===== config.mk =====
export PLATFORM = sky130hd
export DESIGN_NAME = hold_arbiter_flat
export DESIGN_NICKNAME = d
export VERILOG_FILES = /design/src/rtl/hold_arbiter_pkg.sv /design/src/rtl/hold_arbiter_if.sv /design/src/rtl/hold_arbiter_prio_onehot.sv /design/src/rtl/hold_arbiter.sv /design/src/flat_wrapper.sv
export SDC_FILE = /design/constraint.sdc
export NUM_CORES = 1
export LEC_CHECK = 0
export BUFFER_PORTS_ARGS = -buffer_cell sky130_fd_sc_hd__buf_2
export CAP_MARGIN = 10
export CORE_ASPECT_RATIO = 1.1
export CORE_MARGIN = 4
export CORE_UTILIZATION = 58
export DETAILED_ROUTE_END_ITERATION = 12
export MAX_ROUTING_LAYER = met4
export PLACE_DENSITY = 0.83
export RECOVER_POWER = 50
export SLEW_MARGIN = 30
export SYNTH_ARGS = -nofsm -noshare
export SYNTH_HDL_FRONTEND = slang
export SYNTH_SLANG_ARGS = --single-unit

===== constraint.sdc =====
create_clock -name clk -period 7.9 [get_ports clk]
set_clock_uncertainty 0.15 [all_clocks]
set_input_delay 0.79 -clock clk [delete_from_list [all_inputs] [get_ports clk]]
set_output_delay 0.79 -clock clk [all_outputs]
set_load 0.05 [all_outputs]

===== src/rtl/hold_arbiter_pkg.sv =====
// Shared definitions for the hold_arbiter block.
//   arb_state_t   : arbiter FSM state (IDLE = no owner, GRANT = owner active)
//   ARB_N         : default requester count
//   ARB_HOLD_MAX  : default maximum consecutive grant cycles per ownership
//   onehot_to_idx : one-hot (or zero) vector, up to 32 bits wide, to a binary index
package arb_pkg;

    typedef enum logic {
        IDLE  = 1'b0,
        GRANT = 1'b1
    } arb_state_t;

    localparam int ARB_N        = 8;
    localparam int ARB_HOLD_MAX = 15;

    // An all-zero input returns 0, so gnt_id reads 0 whenever no grant is active.
    function automatic int unsigned onehot_to_idx(input logic [31:0] v);
        int unsigned idx;
        idx = 0;
        for (int i = 0; i < 32; i++) begin
            if (v[i]) idx = idx | i;
        end
        return idx;
    endfunction

endpackage


===== src/rtl/hold_arbiter_if.sv =====
// Request/grant bundle between requesters and hold_arbiter.
//   req         : request vector, one bit per requester
//   gnt         : registered one-hot grant, or all zeros
//   gnt_valid   : gnt is non-zero
//   gnt_id      : binary index of the granted requester (0 when idle)
//   hold_expire : one-cycle pulse on the first cycle after a forced release
// Modports: master = requester side, slave = arbiter side.
interface hold_arbiter_if #(
    parameter int N = 8
);
    localparam int IDW = (N > 1) ? $clog2(N) : 1;

    logic [N-1:0]   req;
    logic [N-1:0]   gnt;
    logic           gnt_valid;
    logic [IDW-1:0] gnt_id;
    logic           hold_expire;

    modport master (output req, input gnt, gnt_valid, gnt_id, hold_expire);
    modport slave  (input req, output gnt, gnt_valid, gnt_id, hold_expire);
endinterface


===== src/rtl/hold_arbiter_prio_onehot.sv =====
// prio_onehot: combinational highest-set-bit selector.
//   vec    : candidate vector
//   onehot : one-hot of the highest set bit of vec, zero when vec is zero
module prio_onehot #(
    parameter int N = 8
) (
    input  logic [N-1:0] vec,
    output logic [N-1:0] onehot
);
    // Ascending scan: the last (highest) set bit overwrites any earlier pick.
    always_comb begin
        onehot = '0;
        for (int i = 0; i < N; i++) begin
            if (vec[i]) begin
                onehot    = '0;
                onehot[i] = 1'b1;
            end
        end
    end
endmodule


===== src/rtl/hold_arbiter.sv =====
// hold_arbiter: N-requester arbiter with a registered one-hot grant that is
// held while the owner keeps requesting and forcibly rotated after HOLD_MAX
// consecutive cycles so that competitors cannot starve.
//   clk   : rising-edge clock
//   reset : synchronous, active-high reset
//   bus   : hold_arbiter_if.slave (req in; gnt, gnt_valid, gnt_id, hold_expire out)
// Optional feature macro: ARB_ROTATE_EN selects round-robin priority, where
// the search starts just below the most recent owner. Without it the
// priority is fixed with index N-1 highest. N must be a power of two, <= 32.
module hold_arbiter
    import arb_pkg::*;
#(
    parameter int N        = ARB_N,
    parameter int HOLD_MAX = ARB_HOLD_MAX
) (
    input  logic          clk,
    input  logic          reset,
    hold_arbiter_if.slave bus
);
    localparam int IDW = (N > 1) ? $clog2(N) : 1;
    localparam int CW  = $clog2(HOLD_MAX + 1);

    arb_state_t     state_q, state_d;
    logic [CW-1:0]  hold_cnt, hold_cnt_d;
    logic [N-1:0]   gnt_q, gnt_d;
    logic [IDW-1:0] id_q, id_d;
    logic           valid_q;
    logic           expire_q, expire_d;

    logic [N-1:0]   cand;
    logic [N-1:0]   win;
    logic           owner_req;
    logic           expire_due;

    // A release (owner dropped req) never counts as an expiry, since
    // expire_due requires the owner to still be requesting.
    assign owner_req  = (state_q == GRANT) && bus.req[id_q];
    assign expire_due = owner_req && (hold_cnt == CW'(HOLD_MAX));

    always_comb begin
        cand = bus.req;
        if (expire_due) cand[id_q] = 1'b0;
    end

`ifdef ARB_ROTATE_EN
    logic [IDW-1:0] last_q;
    logic [N-1:0]   cand_rot, win_rot;

    // Rotate so that index last_q lands at bit 0 (lowest priority) and
    // last_q-1 lands at bit N-1 (highest), then undo the rotation.
    always_comb begin
        cand_rot = '0;
        win      = '0;
        for (int j = 0; j < N; j++) begin
            cand_rot[j]                        = cand[IDW'(j + int'(last_q))];
            win[IDW'(j + int'(last_q))] = win_rot[j];
        end
    end

    prio_onehot #(.N(N)) u_prio (.vec(cand_rot), .onehot(win_rot));
`else
    prio_onehot #(.N(N)) u_prio (.vec(cand), .onehot(win));
`endif

    always_comb begin
        state_d    = state_q;
        hold_cnt_d = hold_cnt;
        gnt_d      = gnt_q;
        expire_d   = 1'b0;
        case (state_q)
            IDLE: begin
                if (|bus.req) begin
                    state_d    = GRANT;
                    gnt_d      = win;
                    hold_cnt_d = CW'(1);
                end
            end
            GRANT: begin
                if (owner_req && !expire_due) begin
                    hold_cnt_d = hold_cnt + CW'(1);
                end else if (!owner_req) begin
                    // Owner's bit is already clear in cand: switch with no bubble.
                    if (|win) begin
                        gnt_d      = win;
                        hold_cnt_d = CW'(1);
                    end else begin
                        state_d    = IDLE;
                        gnt_d      = '0;
                        hold_cnt_d = '0;
                    end
                end else begin
                    // Forced release; a lone owner is simply re-granted.
                    hold_cnt_d = CW'(1);
                    expire_d   = 1'b1;
                    if (|win) gnt_d = win;
                end
            end
            default: begin
                state_d    = IDLE;
                gnt_d      = '0;
                hold_cnt_d = '0;
            end
        endcase
        id_d = IDW'(onehot_to_idx(32'(gnt_d)));
    end

    always_ff @(posedge clk) begin
        if (reset) begin
            state_q  <= IDLE;
            hold_cnt <= '0;
            gnt_q    <= '0;
            id_q     <= '0;
            valid_q  <= 1'b0;
            expire_q <= 1'b0;
        end else begin
            state_q  <= state_d;
            hold_cnt <= hold_cnt_d;
            gnt_q    <= gnt_d;
            id_q     <= id_d;
            valid_q  <= |gnt_d;
            expire_q <= expire_d;
        end
    end

`ifdef ARB_ROTATE_EN
    // hold_cnt_d == 1 marks the first cycle of every new ownership.
    always_ff @(posedge clk) begin
        if (reset)
            last_q <= '0;
        else if (state_d == GRANT && hold_cnt_d == CW'(1))
            last_q <= id_d;
    end
`endif

    assign bus.gnt         = gnt_q;
    assign bus.gnt_valid   = valid_q;
    assign bus.gnt_id      = id_q;
    assign bus.hold_expire = expire_q;
endmodule


===== src/flat_wrapper.sv =====
// flat-port wrapper written by rule: the top's interface ports become plain ports
module hold_arbiter_flat import arb_pkg::*;
#(
    parameter int N        = ARB_N,
    parameter int HOLD_MAX = ARB_HOLD_MAX
)
  (clk, reset, bus_req, bus_gnt, bus_gnt_valid, bus_gnt_id, bus_hold_expire);
  hold_arbiter_if #(.N(N)) bus_i ();
  input  logic clk;
  input  logic reset;
  input wire logic [$bits(bus_i.req)-1:0] bus_req;
  output wire logic [$bits(bus_i.gnt)-1:0] bus_gnt;
  output wire logic [$bits(bus_i.gnt_valid)-1:0] bus_gnt_valid;
  output wire logic [$bits(bus_i.gnt_id)-1:0] bus_gnt_id;
  output wire logic [$bits(bus_i.hold_expire)-1:0] bus_hold_expire;
  assign bus_i.req = bus_req;
  assign bus_gnt = bus_i.gnt;
  assign bus_gnt_valid = bus_i.gnt_valid;
  assign bus_gnt_id = bus_i.gnt_id;
  assign bus_hold_expire = bus_i.hold_expire;
  hold_arbiter #(.N(N), .HOLD_MAX(HOLD_MAX)) u_core (.clk(clk), .reset(reset), .bus(bus_i));
endmodule

==> flow_summary_export.csv <==
group,metric,value,unit
run_status,status,"finished clean",
synthesis,synth.avg_cell_area,8.15,um^2
critical_path,worst-endpoint-arrival,4.12,ns
critical_path,endpoint_kind,"flip-flop",
power,ir_worst_vdd,130,uV
clock_tree,numCtsBuffers,3,
critical_path,critPathLaunchType,"flip-flop",
global_route,grt_pass1_vias,1125,
place,placed_cells,192,
drt,drt_pass1_iterations,5,
synthesis,synth-seq-cells,18,
timing,max_freq,247,MHz
synthesis,synthArstFlopShare,0,%
cells_and_area,diodes,0,
cells_and_area,area_delta_synth_final,9.48,%
power,p_sw,0.0810,mW
synthesis,syn_area,1210,um^2
run,maxCapViolCount,0,
drt,ant_nets,0,
die,die_x,51.6,um
cells_and_area,fin_cells,196,
die,io_pins,23,
place,io_buffers,22,
place,pre_cts_slack,3.78,ns
clock_tree,cts_tree,"built",
power,clkPwrFrac,25.4,%
timing,tightest_slew,0.940,ns
synthesis,synth_edf_count,0,
place,hpwl,2400,um
timing,setup_viol,0,
clock_tree,cts_sinks,18,
synthesis,syn_inst,149,
clock_tree,path_clk_slew,0.10,ns
global_route,antenna_found_initial,0,
power,p_seq_share,45.7,%
critical_path,required,7.98,ns
cells_and_area,drive_gt1_share,13.1,%
synthesis,yosysSeqAreaShare,29.7,%
drt,via_per_inst,6.33,
die,start_util,60.8,%
worst_hold_path,hold_path.class,"reg -> reg",
clock_tree,cts_resized,0,
synthesis,synth.distinct_cells,48,
timing,min_period_over_period,51.2,%
place,gp_congestion,0.930,
clock_tree,cts.path.max_buffers,2,
power,power_density,168,nW/um^2
power,power_leakage,0.462,nW
drt,drtIter0Drc,56,
synthesis,syn_nets,160,
timing,fin_setup_tns,0,ns
cells_and_area,fin_nets,180,
drt,wl_per_cell,16.1,um
global_route,overflow,0,
timing,slew_headroom,36.7,%
synthesis,ys_warn_count,0,
die,die_h,56,um
timing,post-route-min-period,4.04,ns
clock_tree,postCtsSetupBuffers,0,
drt,wirelength,3160,um
clock_tree,cts_root_buffer,"clkbuf_4",
timing,maxSlewViolCount,0,
clock_tree,clock_latency,0.30,ns
global_route,grt_pass1_wl,5120,um
clock_tree,hold_buffers,0,
power,p_int,0.143,mW
synthesis,synth_ff_type,"dfxtp_1",
clock_tree,htree_levels,1,
global_route,grt_usage,22.8,%
timing,rsz0062_at_grt,"false",
die,rows,17,
drt,vias,1241,
timing,worst_slack,3.86,ns
critical_path,critPathKind,"reg -> reg",
die,core,2000,um^2
global_route,grt_max_degree,19,
power,swShare,36.2,%
die,dieArea,2890,um^2
critical_path,path_max_fanout,15,
drt,drcViolationCount,0,
power,comb_power_share,29.0,%
timing,hold_violations,0,
[synthesized netlist by cell type (all sizes together), types with 2 or more instances]
| master | number | share of area, % |
|---|---|---|
| o211ai | 5 | 3.1 |
| o221ai | 2 | 1.4 |
| nand4 | 3 | 2.1 |
| nor2 | 24 | 7.4 |
| dfxtp | 18 | 30 |
| a21boi | 3 | 1.9 |
| a41oi | 2 | 2.7 |
| nor3 | 3 | 1.2 |
| a21oi | 8 | 3.3 |
| mux2i | 5 | 4.1 |
| nor4 | 2 | 1.0 |
| clkbuf | 2 | 0.62 |
| nand3 | 2 | 0.82 |
| and2 | 3 | 1.5 |
| o21ai | 10 | 4.4 |
| a211o | 2 | 1.4 |
| nor2b | 4 | 2.1 |
| o22ai | 3 | 1.5 |
| buf | 5 | 3.5 |
| nand2b | 4 | 2.1 |
| nand2 | 8 | 2.5 |
| inv | 4 | 1.2 |
| or2 | 2 | 1.2 |
| a32oi | 2 | 1.4 |
| nor4b | 2 | 1.4 |
| a31oi | 4 | 2.1 |
| a22oi | 2 | 1.2 |
[logic make-up after synthesis]
logic type      Yosys count  synth area share (%)
simple gates             61                  26.0
compound gates           53                  33.9
flops                    18                  29.7
buf+inv                  11                  5.35
mux                       5                  4.12
fa+ha+maj                 1                  1.03
[cell usage in the layout, fill, tap and decap left out, types with 4 or more instances in the layout]
cell type / instances
nor2b_1: 4
o21ai_0: 8
buf_2: 9
a31oi_1: 4
dfxtp_1: 18
inv_1: 4
o211ai_1: 5
mux2i_1: 5
nor2_1: 24
nand2_1: 8
nand2b_1: 4
a21oi_1: 8
clkbuf_1: 13
[per-layer routing]
layer	part of all wire, %	track usage, %	vias to the layer above
met5	0	-	-
met4	1.1	9.36	0
met3	6.1	2.68	4
met2	47	34.2	53
met1	46	30.7	579
li1	-	-	605
[worst max-delay path, cell delays in order (launching register included)]
cell and delay [ns]:
dfxtp_1 0.69, mux2i_1 0.14, o22ai_1 0.62, o2111ai_1 0.32, a222oi_1 0.86, a41oi_2 0.36, a311oi_2 0.40, and4b_1 0.26
a21oi_1 0.16
[power by group through the flow]
stage | sequential, mW | combinational (mW) | clock, mW
2_1_floorplan | 0.113 | 0.0424 | 0
5_1_grt | 0.103 | 0.0701 | 0.0616
6_report | 0.102 | 0.0648 | 0.0567
3_3_place_gp | 0.104 | 0.0642 | 0
4_1_cts | 0.102 | 0.0650 | 0.0573
3_5_place_dp | 0.104 | 0.0646 | 0
[state kept, by name, summed over array words and instances (netlist names)]
signal                  flops
u_core.state_q              1
u_core.bus.gnt              8
u_core.bus.gnt_valid        1
u_core.bus.gnt_id           3
u_core.bus.hold_expire      1
u_core.hold_cnt             4
[through the flow]
stage / cell area (um^2) / power [mW] / util [%] / hold slack, ns
2_1_floorplan: 1210 / 0.156 / - / 0.348
3_3_place_gp: 1310 / 0.168 / 65.5 / 0.366
3_5_place_dp: 1310 / 0.169 / 65.5 / 0.381
4_1_cts: 1350 / 0.224 / 67.3 / 0.403
5_1_grt: 1330 / 0.235 / 66.5 / 0.437
6_report: 1330 / 0.224 / 66.5 / 0.400
[area by class of cell]
cell class | count | area [um^2]
tap | 28 | 35.0
multi-input combinational | 120 | 790
fill | 198 | 669
timing repair buffer | 22 | 93.8
sequential | 18 | 360
clock buffer | 4 | 36.3
inverter | 4 | 15.0
[final timing paths]
kind	startpoint	endpoint	slack [ns]	depth (start not counted)
max	u_core.bus.gnt_id[0]	u_core.bus.gnt_id[1]	3.86	8
min	u_core.hold_cnt[1]	u_core.hold_cnt[1]	0.40	2
max reg2reg	u_core.bus.gnt_id[0]	u_core.bus.gnt_id[1]	3.86	8
min reg2reg	u_core.hold_cnt[1]	u_core.hold_cnt[1]	0.40	2
Power figures use the tool's default switching activity.
